`config.mk`:
```
export PLATFORM = sky130hd
export DESIGN_NAME = boot_loader
export DESIGN_NICKNAME = d
export VERILOG_FILES = /design/src/rtl/boot_loader.sv
export SDC_FILE = /design/constraint.sdc
export NUM_CORES = 1
export LEC_CHECK = 0
export ABC_CLOCK_PERIOD_IN_PS = 3300
export CELL_PAD_IN_SITES_DETAIL_PLACEMENT = 0
export CELL_PAD_IN_SITES_GLOBAL_PLACEMENT = 1
export CORE_ASPECT_RATIO = 1.1
export CORE_UTILIZATION = 40
export CTS_CLUSTER_DIAMETER = 40
export DETAILED_ROUTE_END_ITERATION = 10
export GPL_TIMING_DRIVEN = 0
export PLACE_DENSITY_LB_ADDON = 0.1
export SLEW_MARGIN = 40
export SYNTH_ARGS = -nofsm -noshare
export SYNTH_HDL_FRONTEND = slang
export SYNTH_SLANG_ARGS = --single-unit
export TNS_END_PERCENT = 30
```
`constraint.sdc`:
```
create_clock -name clock -period 3.3 [get_ports clock]
set_clock_uncertainty 0.05 [all_clocks]
set_input_delay 0.66 -clock clock [delete_from_list [all_inputs] [get_ports clock]]
set_output_delay 0.66 -clock clock [all_outputs]
set_load 0.02 [all_outputs]
```
`src/rtl/boot_loader.sv`:
```
// Serial program loader: parses a count/payload/checksum byte stream, writes the
// payload into main memory word by word, and releases the core only on a verified image.
module boot_loader #(
  parameter int                      ADDRESS_BITS = 16,
  parameter logic [ADDRESS_BITS-1:0] BASE_ADDR    = '0,
  parameter int unsigned             MAX_WORDS    = 2**(ADDRESS_BITS-2)
) (
  input  logic                    clock,
  input  logic                    reset,
  input  logic [7:0]              rx_data,
  input  logic                    rx_valid,
  output logic                    rx_ready,
  output logic                    mem_wEn,
  output logic [ADDRESS_BITS-1:0] mem_address,
  output logic [31:0]             mem_write_data,
  output logic                    core_reset,
  output logic                    done,
  output logic                    error,
  output logic [ADDRESS_BITS-1:0] words_loaded
);

  typedef enum logic [2:0] {
    HDR,
    DATA,
    WRITE,
    CHECK,
    RUN,
    ERR
  } state_t;

  localparam logic [32:0] MAX_WORDS_EXT = 33'(MAX_WORDS);

  state_t      state;
  logic [1:0]  byte_idx;
  logic [23:0] byte_shift;
  logic [31:0] n_words;
  logic [31:0] checksum;

  logic        transfer;
  logic        last_byte;
  logic [31:0] word_in;

  // The fourth byte is merged straight from rx_data so each field is acted on
  // in the same cycle its last byte arrives.
  assign transfer  = rx_valid && rx_ready;
  assign last_byte = transfer && (byte_idx == 2'd3);
  assign word_in   = {rx_data, byte_shift};

  // NOTE: every register here uses <= so all updates land together on the edge;
  // the reset branch clears every register, so nothing powers up undefined.
  always_ff @(posedge clock) begin
    if (reset) begin
      state          <= HDR;
      byte_idx       <= 2'd0;
      byte_shift     <= '0;
      n_words        <= '0;
      checksum       <= '0;
      rx_ready       <= 1'b0;
      mem_wEn        <= 1'b0;
      mem_address    <= BASE_ADDR;
      mem_write_data <= '0;
      core_reset     <= 1'b1;
      done           <= 1'b0;
      error          <= 1'b0;
      words_loaded   <= '0;
    end else begin
      mem_wEn <= 1'b0;

      if (transfer) begin
        byte_shift <= {rx_data, byte_shift[23:8]};
        byte_idx   <= byte_idx + 2'd1;
      end

      case (state)
        HDR: begin
          rx_ready <= 1'b1;
          if (last_byte) begin
            n_words <= word_in;
            if ({1'b0, word_in} > MAX_WORDS_EXT) begin
              state    <= ERR;
              error    <= 1'b1;
              rx_ready <= 1'b0;
            end else if (word_in == 32'd0) begin
              state <= CHECK;
            end else begin
              state <= DATA;
            end
          end
        end

        DATA: begin
          rx_ready <= 1'b1;
          if (last_byte) begin
            state          <= WRITE;
            rx_ready       <= 1'b0;
            mem_wEn        <= 1'b1;
            mem_address    <= BASE_ADDR + {words_loaded[ADDRESS_BITS-3:0], 2'b00};
            mem_write_data <= word_in;
          end
        end

        WRITE: begin
          checksum     <= checksum ^ mem_write_data;
          words_loaded <= words_loaded + ADDRESS_BITS'(1);
          rx_ready     <= 1'b1;
          if (32'(words_loaded) + 32'd1 == n_words) begin
            state <= CHECK;
          end else begin
            state <= DATA;
          end
        end

        CHECK: begin
          rx_ready <= 1'b1;
          if (last_byte) begin
            rx_ready <= 1'b0;
            if (word_in == checksum) begin
              state      <= RUN;
              core_reset <= 1'b0;
              done       <= 1'b1;
            end else begin
              state <= ERR;
              error <= 1'b1;
            end
          end
        end

        RUN: begin
          rx_ready   <= 1'b0;
          core_reset <= 1'b0;
          done       <= 1'b1;
        end

        ERR: begin
          rx_ready   <= 1'b0;
          core_reset <= 1'b1;
          error      <= 1'b1;
        end

        default: begin
          state    <= ERR;
          rx_ready <= 1'b0;
          error    <= 1'b1;
        end
      endcase
    end
  end

endmodule
```
==> results.py <==
metrics = {
    "status": {
        "status": "finished clean",
    },
    "place": {
        "dpl_cell_area_um2": 7970,
        "dpl_worst_slack_ns": -0.158,
        "hpwl_um": 14600,
        "portBuffers": 76,
        "finalWeightedCongestion": 0.813,
    },
    "final_layout": {
        "diodes": 0,
        "drive_gt1_frac": 0.0493,
        "final_cell_area_um2": 8530,
        "fillCellCount": 1682,
        "final_nets": 974,
        "fin_util": 0.503,
        "area_growth_pct": 23.4,
    },
    "critical_path": {
        "startpoint": "rx_valid",
        "cp_slowest_stage_delay_ns": 0.59,
        "crit_fanout": 10,
        "critPathBufInv": 4,
        "r2r-start": "words_loaded[0]",
        "cp-end-kind": "register",
        "crit_family": "buffers and inverters",
        "path_cells": "clkdlybuf4s50_1, and2_1, clkbuf_1, nand3_1, nor2_1, nand2_1, clkbuf_1, clkbuf_1, nand2_1, a21oi_1",
        "slowest_stage": "clkbuf_1",
        "cp.arrival_ns": 3.35,
        "path_common_cell": "clkbuf_1",
        "crit_path_start_kind": "input pin",
        "worst-setup-path-type": "in2reg",
        "required_ns": 3.60,
    },
    "yosys": {
        "synth_edf_count": 0,
        "synthTopCellsByArea": "dfxtp_1 (46%), nand2_1 (14%), xor2_1 (11%)",
        "synthMuxAreaShare": 0.00145,
        "synth_async_sr_flop_share": 0,
        "netlist_area_um2": 6910,
        "synth_compound_area_frac": 0.113,
        "synth_cell_type_count": 48,
        "synth_top_family_by_area": "simple AND/OR/NAND/NOR gates",
        "ys.flop_type": "dfxtp_1",
        "synth-adder-area-share": 0.00362,
        "synth_top_area_frac": 0.464,
        "yosys_register_bits": 160,
        "syn_inst": 865,
        "ys.warnings.count": 0,
        "ys_seq_area_frac": 0.464,
        "yosys.area_share.simple": 0.247,
        "synth_top_area_cell": "dfxtp_1",
        "synthXorXnorAreaFrac": 0.123,
        "syn_avg_cell_area_um2": 7.99,
    },
    "pwr": {
        "p_seq_frac": 0.492,
        "ir_drop_mv": 0.346,
        "power_density_nw_per_um2": 467,
        "p_comb_frac": 0.032,
        "p_sw_frac": 0.228,
        "switching_power_mw": 0.907,
        "power_frac_clock": 0.476,
        "internal_power_mw": 3.07,
        "total_leakage_power_nw": 3.09,
    },
    "drt": {
        "postRouteAntennaNets": 0,
        "wire_per_inst_um": 16.5,
        "dr.first_iter.drc_count": 363,
        "dr.pass1.iters": 5,
        "via_per_inst": 4.97,
        "drc": 0,
        "vias": 6007,
        "drt-total-wl_um": 20000,
    },
    "global_route": {
        "grt_pass1_wl_um": 31600,
        "grt_pass1_vias": 5717,
        "grt_use_total": 0.236,
        "top_usage_layer": "met2",
        "grt_util_met1": 0.295,
        "met2_usage": 0.405,
        "gr-total-overflow": 0,
        "grt_max_degree": 17,
        "met3_usage": 0.0431,
        "grt_antenna_before_repair": 0,
    },
    "floorplanning": {
        "die_x_um": 127,
        "initial_core_util": 0.407,
        "die_y_um": 140,
        "core_um2": 17000,
        "rows": 50,
        "io_pins": 80,
        "die_area_um2": 17800,
    },
    "sta": {
        "rsz0062_at_grt": "no",
        "tightestPinTransition_ns": 0.800,
        "period_share": 0.922,
        "final-hold-violation-count": 0,
        "hold_ws_ns": 0.401,
        "final.setup.worst_slack_ns": 0.259,
        "relSlewSlack": 0.467,
        "min_period_ns": 3.04,
        "max_freq_mhz": 329,
        "setup_viol": 0,
        "slew_violations": 0,
    },
    "clock_network": {
        "numCtsBuffers": 17,
        "cts_tree": "yes",
        "cts_setup_buffers": 0,
        "path_clk_slew_ns": 0.06,
        "h-tree-depth": 4,
        "clk_path_buf_depth": 2,
        "cts_root_buf": "clkbuf_16",
        "clkLatencyLatePin_ns": 0.42,
        "cts_hold_buf": 0,
        "cts_sinks": 160,
        "cts-resized-gates": 0,
    },
    "worst_hold_path": {
        "min_from": "mem_address[10]",
        "hold_path_class": "reg2reg",
    },
    "job": {
        "max_cap_violations": 0,
    },
}
==> registers in the layout, indices dropped and copies added, names as in the netlist, 2 cells and up <==
name,flops
byte_idx,2
byte_shift,24
checksum,32
n_words,32
mem_write_data,32
state,3
mem_address,14
words_loaded,16
==> final timing paths <==
check	cells past startpoint	slack, ns	endpoint
setup reg to reg	7	0.52	state[1]
hold / removal	2	0.40	mem_address[10]
setup / recovery	10	0.26	mem_write_data[8]
hold reg to reg	2	0.40	mem_address[10]
==> logic make-up after synthesis <==
group / count (synthesis)
other cells: 1
compound gates: 143
mux: 1
fa+ha+maj: 2
buf+inv: 66
xor+xnor: 97
simple gates: 395
flops: 160
==> placed cells by master (no fill, tap or decap), drive strengths merged, types with 14 or more instances in the layout <==
| master | netlist | final |
|---|---|---|
| dfxtp | 160 | 160 |
| nor2 | 61 | 61 |
| nand4 | 15 | 15 |
| clkdlybuf4s50 | 0 | 76 |
| nor4 | 22 | 22 |
| xnor2 | 14 | 14 |
| a21oi | 114 | 114 |
| xor2 | 83 | 83 |
| clkbuf | 45 | 68 |
| nand2 | 260 | 260 |
| buf | 14 | 14 |
==> metrics by stage <==
| step | std cells | total power, mW | setup TNS [ns] |
|---|---|---|---|
| global route | 1208 | 4.11 | 0 |
| CTS | 1208 | 4.01 | 0 |
| global placement | 1176 | 2.13 | -3.66 |
| finish | 1208 | 3.98 | 0 |
| detailed placement | 1176 | 2.13 | -3.87 |
| floorplan | 866 | 2.06 | 0 |
==> area by class of cell <==
type / count / area (um2) / area share
clock inverters: 9 / 83.8 / 0.00983
inverters: 7 / 26.3 / 0.00308
flip-flops and latches: 160 / 3200 / 0.376
multi-input cells: 640 / 3380 / 0.396
repair buffers: 76 / 761 / 0.0892
clock buffers: 23 / 478 / 0.0561
plain buffers: 59 / 303 / 0.0355
well taps: 234 / 293 / 0.0343
==> layer usage <==
metal  up-vias  part of all wire
li1       3035                 -
met1      2782              0.45
met2       155              0.49
met3        35             0.038
met4         0             0.022
met5         -                 0
==> power groups by stage <==
stage                     combinational [mW]  sequential [mW]  clock, mW
after floorplan                       0.0677             1.99          0
after global placement                 0.127             2.00          0
after detailed placement               0.127             2.00          0
after CTS                              0.127             1.96       1.92
after global routing                   0.136             1.96       2.01
final                                  0.127             1.96       1.90
==> tightest hold or removal path: cells and delay by family, from the launching register on <==
kind | cells | cell delay [ns]
flip-flops | 1 | 0.31
AND/OR/NAND/NOR | 1 | 0.05
AO/OA/AOI/OAI | 1 | 0.05
==> cell usage after synthesis (3+ instances only) <==
cell	instances
a21oi_1	114
and2_1	3
buf_1	10
clkbuf_1	37
clkbuf_8	7
dfxtp_1	160
inv_1	7
nand2_1	260
nand3_1	10
nand4_1	13
nor2_1	61
nor3_1	7
nor3b_1	6
nor4_1	21
o21ai_0	10
o31ai_1	3
or3_1	3
xnor2_1	14
xor2_1	83
(Power assumes the default switching activity.)
